$ cat config.mk
export PLATFORM = sky130hd
export DESIGN_NAME = buzzer_arbiter_flat
export DESIGN_NICKNAME = d
export VERILOG_FILES = /design/src/rtl/buzzer_arbiter_if.sv /design/src/rtl/buzzer_arbiter.sv /design/src/flat_wrapper.sv
export SDC_FILE = /design/constraint.sdc
export NUM_CORES = 1
export LEC_CHECK = 0
export ABC_AREA = 1
export ABC_CLOCK_PERIOD_IN_PS = 3320
export CORE_MARGIN = 4
export CORE_UTILIZATION = 55
export DETAILED_ROUTE_END_ITERATION = 7
export PLACE_DENSITY_LB_ADDON = 0.25
export SETUP_SLACK_MARGIN = 0.02
export SYNTH_ARGS = -nofsm -noshare
export SYNTH_HDL_FRONTEND = slang
export SYNTH_SLANG_ARGS = --single-unit
$ cat constraint.sdc
create_clock -name clk_clk -period 3.32 [get_ports clk_clk]
set_input_delay 0.664 -clock clk_clk [delete_from_list [all_inputs] [get_ports clk_clk]]
set_output_delay 0.664 -clock clk_clk [all_outputs]
set_load 0.05 [all_outputs]
$ cat src/rtl/buzzer_arbiter_if.sv
// Control and result bundle between a quiz-game host and the buzzer arbiter.
// The master side arms/acks rounds; the slave side reports the locked result.
interface buzzer_arbiter_if #(
  parameter int NUM_PLAYERS = 4,
  parameter int TS_WIDTH    = 32
);
  localparam int ID_W = ($clog2(NUM_PLAYERS) > 1) ? $clog2(NUM_PLAYERS) : 1;

  logic                   arm;
  logic                   ack;
  logic [TS_WIDTH-1:0]    timeout_cycles;
  logic [1:0]             state;
  logic                   result_valid;
  logic [ID_W-1:0]        winner_id;
  logic [NUM_PLAYERS-1:0] winner_onehot;
  logic [TS_WIDTH-1:0]    reaction_time;
  logic                   tie;
  logic                   timed_out;
  logic [NUM_PLAYERS-1:0] disq;
  logic                   irq;

  modport master (
    output arm, ack, timeout_cycles,
    input  state, result_valid, winner_id, winner_onehot, reaction_time,
           tie, timed_out, disq, irq
  );

  modport slave (
    input  arm, ack, timeout_cycles,
    output state, result_valid, winner_id, winner_onehot, reaction_time,
           tie, timed_out, disq, irq
  );
endinterface

$ cat src/rtl/buzzer_arbiter.sv
// First-press buzzer arbiter: synchronise and debounce player buttons, then
// lock the lowest-index eligible press (or a timeout) once per armed round.
module buzzer_arbiter #(
  parameter int NUM_PLAYERS     = 4,
  parameter int DEBOUNCE_CYCLES = 500000,
  parameter int TS_WIDTH        = 32,
  parameter int ACTIVE_LOW      = 1
) (
  input  logic                   clk_clk,
  input  logic                   reset_reset,
  input  logic [NUM_PLAYERS-1:0] buttons_export,
  output logic [NUM_PLAYERS-1:0] debounced,
  buzzer_arbiter_if.slave        bus
);
  localparam int ID_W  = ($clog2(NUM_PLAYERS) > 1) ? $clog2(NUM_PLAYERS) : 1;
  localparam int CNT_W = ($clog2(DEBOUNCE_CYCLES + 1) > 1) ? $clog2(DEBOUNCE_CYCLES + 1) : 1;

  typedef enum logic [1:0] {
    IDLE   = 2'd0,
    ARMED  = 2'd1,
    LOCKED = 2'd2
  } state_e;

  state_e state_q, state_d;

  logic [NUM_PLAYERS-1:0] raw, sync1, sync2, deb, deb_q;
  logic [CNT_W-1:0]       db_cnt [NUM_PLAYERS];
  logic [NUM_PLAYERS-1:0] press, eligible, disq_q, onehot_low;
  logic [TS_WIDTH-1:0]    timer;
  logic [ID_W-1:0]        low_id;
  logic                   multi, timeout_hit;
  logic                   load_round, lock_press, lock_timeout, clear_all;

  logic [ID_W-1:0]        win_id_q;
  logic [NUM_PLAYERS-1:0] win_onehot_q;
  logic [TS_WIDTH-1:0]    rt_q;
  logic                   tie_q, timed_out_q, irq_q;

  assign raw = (ACTIVE_LOW != 0) ? ~buttons_export : buttons_export;

  // Synchroniser and per-channel debounce; any bounce restarts that channel's count.
  always_ff @(posedge clk_clk) begin
    if (reset_reset) begin
      // NOTE: sequential state uses non-blocking assignments so every register
      // samples pre-edge values regardless of statement order.
      sync1 <= '0;
      sync2 <= '0;
      deb   <= '0;
      deb_q <= '0;
      // NOTE: the counter array is small and must read as zero after reset, so
      // it is cleared element by element rather than left uninitialised like RAM.
      for (int i = 0; i < NUM_PLAYERS; i++) db_cnt[i] <= '0;
    end else begin
      sync1 <= raw;
      sync2 <= sync1;
      deb_q <= deb;
      for (int i = 0; i < NUM_PLAYERS; i++) begin
        if (sync2[i] != deb[i]) begin
          if (db_cnt[i] == CNT_W'(DEBOUNCE_CYCLES - 1)) begin
            deb[i]    <= sync2[i];
            db_cnt[i] <= '0;
          end else begin
            db_cnt[i] <= db_cnt[i] + CNT_W'(1);
          end
        end else begin
          db_cnt[i] <= '0;
        end
      end
    end
  end

  assign press       = deb & ~deb_q;
  assign eligible    = (state_q == ARMED) ? (press & ~disq_q) : '0;
  assign onehot_low  = eligible & (~eligible + NUM_PLAYERS'(1));
  assign multi       = |(eligible & (eligible - NUM_PLAYERS'(1)));
  assign timeout_hit = (state_q == ARMED) && (bus.timeout_cycles != '0) &&
                       (timer == bus.timeout_cycles - TS_WIDTH'(1));

  always_comb begin
    low_id = '0;
    for (int i = NUM_PLAYERS - 1; i >= 0; i--) begin
      if (eligible[i]) low_id = ID_W'(i);
    end
  end

  always_ff @(posedge clk_clk) begin
    if (reset_reset) state_q <= IDLE;
    else             state_q <= state_d;
  end

  // Priority inside a round: ack, then arm (restart), then a press, then timeout.
  always_comb begin
    // NOTE: every output of this block is defaulted first so no path can
    // leave a value unassigned and infer a latch.
    state_d      = state_q;
    load_round   = 1'b0;
    lock_press   = 1'b0;
    lock_timeout = 1'b0;
    clear_all    = 1'b0;
    unique case (state_q)
      IDLE: begin
        if (bus.arm && !bus.ack) begin
          state_d    = ARMED;
          load_round = 1'b1;
        end
      end
      ARMED: begin
        if (bus.ack) begin
          state_d   = IDLE;
          clear_all = 1'b1;
        end else if (bus.arm) begin
          load_round = 1'b1;
        end else if (|eligible) begin
          state_d    = LOCKED;
          lock_press = 1'b1;
        end else if (timeout_hit) begin
          state_d      = LOCKED;
          lock_timeout = 1'b1;
        end
      end
      LOCKED: begin
        if (bus.ack) begin
          state_d   = IDLE;
          clear_all = 1'b1;
        end
      end
      default: state_d = IDLE;
    endcase
  end

  always_ff @(posedge clk_clk) begin
    if (reset_reset) begin
      timer        <= '0;
      disq_q       <= '0;
      win_id_q     <= '0;
      win_onehot_q <= '0;
      rt_q         <= '0;
      tie_q        <= 1'b0;
      timed_out_q  <= 1'b0;
      irq_q        <= 1'b0;
    end else begin
      irq_q <= lock_press | lock_timeout;

      // A disqualified player regains eligibility once their button is released.
      if (clear_all)       disq_q <= '0;
      else if (load_round) disq_q <= deb;
      else                 disq_q <= disq_q & deb;

      if (load_round)                               timer <= '0;
      else if (state_q == ARMED && timer != '1)     timer <= timer + TS_WIDTH'(1);

      if (lock_press) begin
        win_id_q     <= low_id;
        win_onehot_q <= onehot_low;
        rt_q         <= timer;
        tie_q        <= multi;
        timed_out_q  <= 1'b0;
      end else if (lock_timeout) begin
        win_id_q     <= '0;
        win_onehot_q <= '0;
        rt_q         <= timer;
        tie_q        <= 1'b0;
        timed_out_q  <= 1'b1;
      end else if (clear_all) begin
        win_id_q     <= '0;
        win_onehot_q <= '0;
        rt_q         <= '0;
        tie_q        <= 1'b0;
        timed_out_q  <= 1'b0;
      end
    end
  end

  assign debounced         = deb;
  assign bus.state         = state_q;
  assign bus.result_valid  = (state_q == LOCKED);
  assign bus.winner_id     = win_id_q;
  assign bus.winner_onehot = win_onehot_q;
  assign bus.reaction_time = rt_q;
  assign bus.tie           = tie_q;
  assign bus.timed_out     = timed_out_q;
  assign bus.disq          = disq_q;
  assign bus.irq           = irq_q;
endmodule

$ cat src/flat_wrapper.sv
// flat-port wrapper written by rule: the top's interface ports become plain ports
module buzzer_arbiter_flat 
#(
  parameter int NUM_PLAYERS     = 4,
  parameter int DEBOUNCE_CYCLES = 500000,
  parameter int TS_WIDTH        = 32,
  parameter int ACTIVE_LOW      = 1
)
  (clk_clk, reset_reset, buttons_export, debounced, bus_arm, bus_ack, bus_timeout_cycles, bus_state, bus_result_valid, bus_winner_id, bus_winner_onehot, bus_reaction_time, bus_tie, bus_timed_out, bus_disq, bus_irq);
  buzzer_arbiter_if #(.NUM_PLAYERS(NUM_PLAYERS), .TS_WIDTH(TS_WIDTH)) bus_i ();
  input  logic clk_clk;
  input  logic reset_reset;
  input  logic [NUM_PLAYERS-1:0] buttons_export;
  output logic [NUM_PLAYERS-1:0] debounced;
  input wire logic [$bits(bus_i.arm)-1:0] bus_arm;
  input wire logic [$bits(bus_i.ack)-1:0] bus_ack;
  input wire logic [$bits(bus_i.timeout_cycles)-1:0] bus_timeout_cycles;
  output wire logic [$bits(bus_i.state)-1:0] bus_state;
  output wire logic [$bits(bus_i.result_valid)-1:0] bus_result_valid;
  output wire logic [$bits(bus_i.winner_id)-1:0] bus_winner_id;
  output wire logic [$bits(bus_i.winner_onehot)-1:0] bus_winner_onehot;
  output wire logic [$bits(bus_i.reaction_time)-1:0] bus_reaction_time;
  output wire logic [$bits(bus_i.tie)-1:0] bus_tie;
  output wire logic [$bits(bus_i.timed_out)-1:0] bus_timed_out;
  output wire logic [$bits(bus_i.disq)-1:0] bus_disq;
  output wire logic [$bits(bus_i.irq)-1:0] bus_irq;
  assign bus_i.arm = bus_arm;
  assign bus_i.ack = bus_ack;
  assign bus_i.timeout_cycles = bus_timeout_cycles;
  assign bus_state = bus_i.state;
  assign bus_result_valid = bus_i.result_valid;
  assign bus_winner_id = bus_i.winner_id;
  assign bus_winner_onehot = bus_i.winner_onehot;
  assign bus_reaction_time = bus_i.reaction_time;
  assign bus_tie = bus_i.tie;
  assign bus_timed_out = bus_i.timed_out;
  assign bus_disq = bus_i.disq;
  assign bus_irq = bus_i.irq;
  buzzer_arbiter #(.NUM_PLAYERS(NUM_PLAYERS), .DEBOUNCE_CYCLES(DEBOUNCE_CYCLES), .TS_WIDTH(TS_WIDTH), .ACTIVE_LOW(ACTIVE_LOW)) u_core (.clk_clk(clk_clk), .reset_reset(reset_reset), .buttons_export(buttons_export), .debounced(debounced), .bus(bus_i));
endmodule
==> results.ini <==
[clock_network]
cts_tree = yes
cts_root_buffer = clkbuf_16
cts_resized = 0
clk_pin_slew_worst_paths_ns = 0.06
cts_setup_buffers = 0
cts_max_level = 4
clock_latency_ns = 0.43
cts_buffers = 17
ctsHoldBuffers = 0
clockBufferDepth = 2
cts_sinks = 171

[critical_path]
cp-end-kind = register
start_kind = input port
arrival_ns = 3.15
crit_fanout = 14
critPathKind = input port to register
critPathRequiredTime_ns = 3.63
crit_slowest_cell = clkdlybuf4s50_1
cpMostUsedCell = nand2_1
critPathMaxStageDelay_ns = 0.48
reg2reg_depth = 10
path_cells = clkdlybuf4s50_1 -> inv_1 -> ha_1 -> inv_1 -> nand2_1 -> nand3_1 -> nor2_1 -> nand3_1 -> a21oi_1 -> nand2_1 -> nor2_1 -> nand2_1 -> nor2_2 -> nand4_4 -> nand4_2 -> buf_4 -> o21ai_0

[pwr]
peakVddDrop_v = 0.000341
pwr-share-clk_pct = 39.4
p_int_w = 0.00360
p_sw_w = 0.00136
sw_frac_of_total_pct = 27.4
power_leakage_nw = 4.55
seqPwrFrac_pct = 46.9
power_density_nw_per_um2 = 427
p_comb_share_pct = 13.7
power_w = 0.00496

[routing]
drc = 0
first_pass_iters = 5
via_per_inst = 5.19
antenna_left = 0
wl_mm = 22.9
vias = 8702
wl_per_cell_um = 13.6
drt_iter0_drc = 772

[cells_and_area]
drive_gt1_share_pct = 6.73
final_cell_mix = 210 x nand2_1, 205 x inv_1, 178 x nor2_1
final_common_cell = nand2_1
n_antenna_cell = 0
layout.nets = 1493
syn_to_final_growth_pct = 21.4

[sta]
hold_viol_final = 0
finalCritPeriodShare_pct = 85.7
setup_ws_ns = 0.475
min_period_ns = 2.85
fmax_ghz = 0.351
rsz0062_at_grt = no
setup_viol = 0
slew_violations = 0
fin_skew_ns = 0.00742
slew_headroom_pct = 51.8
worstMarginPinSlew_ns = 0.722
setup_tns_ns = 0

[min_path]
holdCritPathClass = register to register
hold_depth = 2

[placement]
port_buffers = 91
gp_congestion = 0.967
dp_hpwl_mm = 17.5
pre_cts_slack_ns = 0.0671

[floorplan]
start_util_pct = 56.9
core_um2 = 16800
core.rowCount = 47
dieArea_um2 = 19600
chipHeight_um = 140
dieWidth_um = 140
io_pins = 92

[yosys]
synth-seq-cells = 171
yosys_warnings = 0
post_synth.cell_area_avg_um2 = 7.53
yosysSeqAreaShare_pct = 43.7
synth_cells = 1271
synthesis.area_um2 = 9570
synth_cell_types = 42

[global_route]
grt_max_degree = 27
track_usage_pct = 23.3
grt_pass1_vias = 8173
grt_overflow_total = 0
grt_pass1_wl_mm = 37.8
antenna_found_initial = 1

[run]
cap_violations = 0

[outcome]
status = finished, final reports clean

-- power groups by stage --
stage	logic, W	registers, W	clock network (W)
final	0.000682	0.00232	0.00195
after global placement	0.000662	0.00237	0
after global routing	0.000754	0.00233	0.00208
after floorplan	0.000426	0.00239	0
after detailed placement	0.000672	0.00237	0
after CTS	0.000676	0.00232	0.00198
-- per-stage QoR --
stage          instance area [um2]  utilization (%)  hold slack (ns)  std cells
2_1_floorplan                 9850                -            0.388       1346
3_3_place_gp                 11000             65.6            0.390       1645
3_5_place_dp                 11000             65.6            0.393       1645
4_1_cts                      11600             69.1            0.401       1677
5_1_grt                      11600             69.1            0.411       1677
6_report                     11600             69.1            0.405       1677
-- sequential cells by signal (all words and copies together) (netlist names) --
signal,flops
u_core.bus.disq,4
u_core.bus.state,2
u_core.sync2,4
u_core.sync1,4
u_core.bus.timed_out,1
u_core.deb_q,4
u_core.db_cnt,76
u_core.bus.winner_onehot,4
u_core.bus.winner_id,2
u_core.bus.reaction_time,32
u_core.bus.irq,1
u_core.timer,32
u_core.debounced,4
u_core.bus.tie,1
-- worst max-delay path, delay by kind of cell --
family                   cells  cell delay (ns)
adder cells (fa/ha/maj)      1             0.35
buffers and inverters        4             0.86
AND/OR/NAND/NOR             10             1.04
AO/OA/AOI/OAI                2             0.23
-- cell usage after synthesis --
cell	number	area, um2
xor2_1	43	377
nand2_2	7	43.8
nand3b_1	7	52.6
nor2_1	178	668
xnor2_1	10	87.6
edfxtp_1	76	2280
a21oi_1	73	365
a221oi_1	1	8.76
nor2_8	2	40.0
clkbuf_1	15	56.3
inv_2	1	3.75
nor3_1	45	225
nor2_2	13	81.3
clkinv_1	1	3.75
o21ai_2	20	175
o21bai_1	6	45.0
nand3_1	92	460
dfxtp_1	95	1900
inv_1	205	769
a31oi_1	2	12.5
nand4_4	1	21.3
o21ai_1	10	50.1
o221a_2	1	11.3
nand4_1	32	200
o21ai_0	56	280
and3_1	1	6.26
buf_6	1	11.3
or2_2	6	37.5
buf_2	3	15.0
o21a_1	10	75.1
buf_4	3	22.5
nor4_1	16	100
nand3_2	1	10.0
nand3_4	1	17.5
ha_1	9	113
nand4_2	1	12.5
nor3b_1	7	52.6
nand2_1	210	788
buf_8	2	30.0
a211oi_1	6	45.0
conb_1	1	3.75
and2_1	1	6.26
-- layer usage --
| metal | vias up | routed length [um] | part of all wire [%] | track usage [%] |
|---|---|---|---|---|
| met2 | 240 | 10900 | 47 | 38.3 |
| met5 | - | 12 | 0.052 | 0 |
| li1 | 4439 | - | - | - |
| met1 | 3978 | 10100 | 44 | 30.5 |
| met3 | 43 | 1380 | 6.0 | 5.49 |
| met4 | 2 | 500 | 2.2 | 7.39 |
-- final cells by class --
cell class | instances | area (um2)
flip-flops and latches | 171 | 4180
multi-input cells | 944 | 4750
repair buffers | 103 | 1040
inverters | 207 | 777
fillers | 1433 | 5200
clock inverters | 10 | 75.1
well taps | 220 | 275
clock buffers | 22 | 517
-- path summary, 6_finish.rpt --
path / start / endpoint / slack [ns]
max: bus_timeout_cycles[0] / u_core.bus.reaction_time[1] / 0.47
min: u_core.sync1[3] / u_core.sync2[3] / 0.40
max reg2reg: u_core.bus.state[0] / u_core.timer[25] / 0.50
min reg2reg: u_core.sync1[3] / u_core.sync2[3] / 0.40
-- cell families (layout without fill, tap and decap cells) --
group           count (synthesis)  after routing  share of synthesized area (%)
simple gates                  621            621                           29.5
buf+inv                       231            342                           9.53
compound gates                185            185                           11.2
flops                         171            171                           43.7
xor+xnor                       53             53                           4.85
fa+ha+maj                       9              9                           1.18
other cells                     1             76                         0.0392
(Power assumes the default switching activity.)
